<file path="config.mk">
export PLATFORM = sky130hd
export DESIGN_NAME = alu_seq
export DESIGN_NICKNAME = d
export VERILOG_FILES = /design/src/rtl/alu_seq.sv
export SDC_FILE = /design/constraint.sdc
export NUM_CORES = 1
export LEC_CHECK = 0
export CAP_MARGIN = 20
export CORE_MARGIN = 4
export CORE_UTILIZATION = 40
export DETAILED_ROUTE_END_ITERATION = 16
export MAX_ROUTING_LAYER = met4
export PLACE_DENSITY = 0.58
export RECOVER_POWER = 50
export SLEW_MARGIN = 20
export SYNTH_ARGS = -nofsm -noshare
export SYNTH_HDL_FRONTEND = slang
export SYNTH_SLANG_ARGS = --single-unit
</file>
<file path="constraint.sdc">
create_clock -name Clk -period 6.1 [get_ports Clk]
set_input_delay 1.22 -clock Clk [delete_from_list [all_inputs] [get_ports Clk]]
set_output_delay 1.22 -clock Clk [all_outputs]
set_load 0.01 [all_outputs]
</file>
<file path="src/rtl/alu_seq.sv">
// Clocked ALU for the EX stage: single-cycle logic/arith/shift ops plus
// iterative unsigned multiply and divide behind a Start/Busy/Done handshake.
module alu_seq #(
    parameter int WIDTH = 32
) (
    input  logic             Clk,
    input  logic             Clrn,
    input  logic             Start,
    input  logic [3:0]       Aluc,
    input  logic [WIDTH-1:0] X,
    input  logic [WIDTH-1:0] Y,
    output logic [WIDTH-1:0] R,
    output logic [WIDTH-1:0] Hi,
    output logic             Z,
    output logic             V,
    output logic             Busy,
    output logic             Done
);

    localparam int SHW = $clog2(WIDTH);
    localparam logic [SHW-1:0] CNT_LAST = SHW'(WIDTH - 1);

    localparam logic [3:0] OP_ADD  = 4'b0000;
    localparam logic [3:0] OP_SUB  = 4'b0001;
    localparam logic [3:0] OP_AND  = 4'b0010;
    localparam logic [3:0] OP_OR   = 4'b0011;
    localparam logic [3:0] OP_XOR  = 4'b0100;
    localparam logic [3:0] OP_NOR  = 4'b0101;
    localparam logic [3:0] OP_SLT  = 4'b0110;
    localparam logic [3:0] OP_SLTU = 4'b0111;
    localparam logic [3:0] OP_SLL  = 4'b1000;
    localparam logic [3:0] OP_SRL  = 4'b1001;
    localparam logic [3:0] OP_SRA  = 4'b1010;
    localparam logic [3:0] OP_MULU = 4'b1100;
    localparam logic [3:0] OP_DIVU = 4'b1101;

    typedef enum logic {
        IDLE,
        ITER
    } state_t;

    state_t state, state_nxt;

    logic [SHW-1:0]   cnt;
    logic             op_mul;
    logic [WIDTH-1:0] opa;
    logic [WIDTH-1:0] acc;
    logic [WIDTH-1:0] quo;

    logic [WIDTH-1:0] sum;
    logic [WIDTH-1:0] diff;
    logic [SHW-1:0]   sh;
    logic [WIDTH-1:0] res_r;
    logic [WIDTH-1:0] res_hi;
    logic             res_v;
    logic             multi;
    logic             accept;
    logic             finish;

    logic [WIDTH:0]   mul_sum;
    logic [WIDTH:0]   div_t;
    logic [WIDTH-1:0] div_sub;
    logic             div_ge;
    logic [WIDTH-1:0] acc_step;
    logic [WIDTH-1:0] quo_step;

    assign sum  = X + Y;
    assign diff = X - Y;
    assign sh   = Y[SHW-1:0];

    assign multi = (Aluc == OP_MULU) || ((Aluc == OP_DIVU) && (|Y));

    always_comb begin
        res_r  = '0;
        res_hi = '0;
        res_v  = 1'b0;
        case (Aluc)
            OP_ADD: begin
                res_r = sum;
                res_v = (X[WIDTH-1] == Y[WIDTH-1]) &&
                        (sum[WIDTH-1] != X[WIDTH-1]);
            end
            OP_SUB: begin
                res_r = diff;
                res_v = (X[WIDTH-1] != Y[WIDTH-1]) &&
                        (diff[WIDTH-1] != X[WIDTH-1]);
            end
            OP_AND:  res_r = X & Y;
            OP_OR:   res_r = X | Y;
            OP_XOR:  res_r = X ^ Y;
            OP_NOR:  res_r = ~(X | Y);
            OP_SLT:  res_r = {{(WIDTH-1){1'b0}}, ($signed(X) < $signed(Y))};
            OP_SLTU: res_r = {{(WIDTH-1){1'b0}}, (X < Y)};
            OP_SLL:  res_r = X << sh;
            OP_SRL:  res_r = X >> sh;
            OP_SRA:  res_r = $unsigned($signed(X) >>> sh);
            OP_DIVU: begin
                // Only reached with Y==0; nonzero divisors iterate.
                res_r  = '1;
                res_hi = X;
                res_v  = 1'b1;
            end
            default: ;
        endcase
    end

    // acc/quo hold {high, low} of the product, or {remainder, quotient}.
    always_comb begin
        mul_sum = {1'b0, acc} + (quo[0] ? {1'b0, opa} : '0);
        div_t   = {acc, quo[WIDTH-1]};
        div_ge  = div_t >= {1'b0, opa};
        div_sub = div_t[WIDTH-1:0] - opa;
        if (op_mul) begin
            acc_step = mul_sum[WIDTH:1];
            quo_step = {mul_sum[0], quo[WIDTH-1:1]};
        end else begin
            acc_step = div_ge ? div_sub : div_t[WIDTH-1:0];
            quo_step = {quo[WIDTH-2:0], div_ge};
        end
    end

    always_comb begin
        state_nxt = state;
        accept    = 1'b0;
        finish    = 1'b0;
        case (state)
            IDLE: begin
                if (Start) begin
                    accept = 1'b1;
                    if (multi) state_nxt = ITER;
                end
            end
            ITER: begin
                if (cnt == CNT_LAST) begin
                    finish    = 1'b1;
                    state_nxt = IDLE;
                end
            end
            default: state_nxt = IDLE;
        endcase
    end

    always_ff @(posedge Clk) begin
        if (!Clrn) begin
            state  <= IDLE;
            cnt    <= '0;
            op_mul <= 1'b0;
            opa    <= '0;
            acc    <= '0;
            quo    <= '0;
            R      <= '0;
            Hi     <= '0;
            Z      <= 1'b0;
            V      <= 1'b0;
            Done   <= 1'b0;
        end else begin
            state <= state_nxt;
            Done  <= 1'b0;
            if (accept && !multi) begin
                R    <= res_r;
                Hi   <= res_hi;
                Z    <= ~|res_r;
                V    <= res_v;
                Done <= 1'b1;
            end
            if (accept && multi) begin
                op_mul <= (Aluc == OP_MULU);
                opa    <= (Aluc == OP_MULU) ? X : Y;
                quo    <= (Aluc == OP_MULU) ? Y : X;
                acc    <= '0;
                cnt    <= '0;
            end
            if (state == ITER) begin
                acc <= acc_step;
                quo <= quo_step;
                cnt <= cnt + 1'b1;
            end
            if (finish) begin
                R    <= quo_step;
                Hi   <= acc_step;
                Z    <= ~|quo_step;
                V    <= op_mul ? (|acc_step) : 1'b0;
                Done <= 1'b1;
            end
        end
    end

    assign Busy = (state == ITER);

endmodule

</file>
==> metrics.txt <==
Routability Congestion 1.10; RSZ-0062 raised after global routing false; Crit path top cell by count clkbuf_1; status finished with violations; Initial Utilization between 40% and 50%; fraction of layout cells with a size suffix above 1 12.0%; CTS sink count 170; total gr overflow 0; Max Cap Viol 2; synthesized area per cell 7.17 um2; area of the multi-input gates ~18000 um2; final worst path period need 5.85 ns; vias in the first global route roughly 26000; nets 3551; Leakage approximately 11 nW; Vias/cell 6.82; Ys Warns 0; DRC Markers 0; initial antenna violation count 8; Max Slew Vio Count 67; Worst slew margin -14.2%; Initial DRC Count 3730; post-cts sizing count 0; Sequential Area 3410 um2; clock tree from TritonCTS yes; Synth Instances 3200; H-tree Lvls 4; Worst-Skew Late Latency 0.48 ns; final std cells w/o fill just over 4000; worst path cell trace dlygate4sd3_1 > nor4_1 > clkbuf_1 > nand4_1 > o31ai_1 > clkbuf_1 > nand2_1 > nand2_1 > clkbuf_1 > a21oi_1 > a211oi_1 > nor2_1; worst IR drop on VDD 0.000209 V; CP required approximately 6.4 ns; Inst Count DP just over 4000; die extent in y ~250 um; crit share post-route 95.8%; largest net degree at the start of global routing 82; port bufs 138; global-route wire length before repair 187000 um; largest fanout on the critical path 25; Final ANT Viol Nets 0; die width about 250 um; total I/O pin count 139; total CTS buffers 17; Fillers between 5000 and 6000; core area approximately 57000 um2; post-synth cell types 101; register area share after synthesis roughly 15%; Area Overhead vs Synth 16.0%; wire per inst 32.0 um; Worst Tran Pin Value 1.71 ns; smallest hold slack 0.485 ns; ys flop type dfxtp_1; placed inst area approximately 26000 um2; critical path's largest stage delay 1.15 ns; Vias approximately 28000; hpwl dp between 100000 and 150000 um; pwr/cell area approximately 230 nW/um2; fin util a little under half; flops & latches, synth 170; most frequent cells in the layout nor2_1, nand2_1, a21oi_1; worst hold path type flip-flop to flip-flop; Longest Clk Path Bufs 2; Arrival @ worst endpoint ~6.2 ns; Fin Clk Skew approximately 0.024 ns; GR Util All Layers between 40% and 50%; drt first pass iters 10; Hold Fails Final Rpt 0; Post-synth EDFFs 0; setup repair bufs after CTS 0; CP max-delay cell clkbuf_1; violated checks max-capacitance violations, max-slew violations; area of the die 61200 um2; setup TNS 0 ns; cts hold-fix bufs 0; Rows 87; fin area 26600 um2; final WL around 130000 um; CTS Root Cell clkbuf_16; Async S/R FF share, synth 0%; CTS clock-pin slew for the worst setup and hold paths ~0.09 ns; most common cell after layout, fill and taps aside nor2_1; Post-Syn Nets about 3400; Post-Syn Area roughly 23000 um2; crit path kind primary input to flip-flop; Setup-failing EPs final 0; crit start category primary input; CP Capture Type flip-flop; Fmax 0.171 GHz
## state kept, by name, summed over array words and instances (netlist names)
register and cells:
quo 32, Done 1, R 32, opa 32
acc 32, Busy 1, cnt 5, Z 1
op_mul 1, Hi 32, V 1
## where the power goes
group | switching, mW | leakage [nW] | internal, mW
Clock | 0.622 | 0.305 | 0.569
Sequential | 0.0631 | 1.38 | 1.16
Combinational | 2.41 | 9.36 | 1.31
## cells by family after synthesis
family / after synthesis / share of synthesized area (%)
compound gates: 1017 / 30.9
xor+xnor: 56 / 2.14
fa+ha+maj: 174 / 9.62
buf+inv: 427 / 7.21
flops: 170 / 14.8
mux: 194 / 11.3
simple gates: 1162 / 24.0
## per-stage QoR
stage                     worst slack (ns)  power [mW]
after floorplan                      0.545        3.40
after global placement               0.319        4.84
after detailed placement             0.351        4.83
after CTS                            0.801        6.03
after global routing                 0.369        6.37
final                                0.254        6.14
## final timing paths
path                start     end  slack (ns)  depth (start not counted)
hold / removal     Hi[11]  Hi[11]        0.48                          2
setup reg to reg  quo[31]       V        0.80                         16
hold reg to reg    Hi[11]  Hi[11]        0.48                          2
setup / recovery    Y[19]  quo[0]        0.25                         12
## worst max-delay path, delay by kind of cell
kind | cells | cell delay [ns]
compound gates | 3 | 1.07
buf+inv | 4 | 2.40
simple gates | 5 | 1.47
## synthesized netlist by cell type, drive strengths merged (48+ instances only)
library cell	instances	area share, %
nor2	355	5.8
nand2	353	5.8
a21oi	251	5.5
clkbuf	222	3.6
dfxtp	170	15
ha	170	9.3
inv	148	2.4
o21ai	141	3.1
mux2i	112	4.9
nand3	77	1.7
a311oi	73	2.8
nor3	73	1.6
a211oi	62	2.0
a21o	55	1.8
buf	54	1.1
and3	53	1.5
and2	49	1.3
mux4	48	4.7
## metal layers
metal  global-route usage (%)  vias to the layer above  part of all wire (%)
met2                     59.7                     1830                    41
met4                     21.8                        0                   6.4
li1                         -                    12200                     -
met5                        -                        -                     0
met3                     11.1                      338                    12
met1                     56.1                    13500                    41
## area by class of cell
class / instances / share of cell area, %
clock buffer: 17 / 1.60
sequential: 170 / 12.8
multi-input combinational: 2603 / 67.4
inverter: 151 / 2.14
antenna: 6 / 0.0564
tap: 756 / 3.55
clock inverter: 15 / 0.794
timing repair buffer: 363 / 11.7
(Power assumes the default switching activity.)
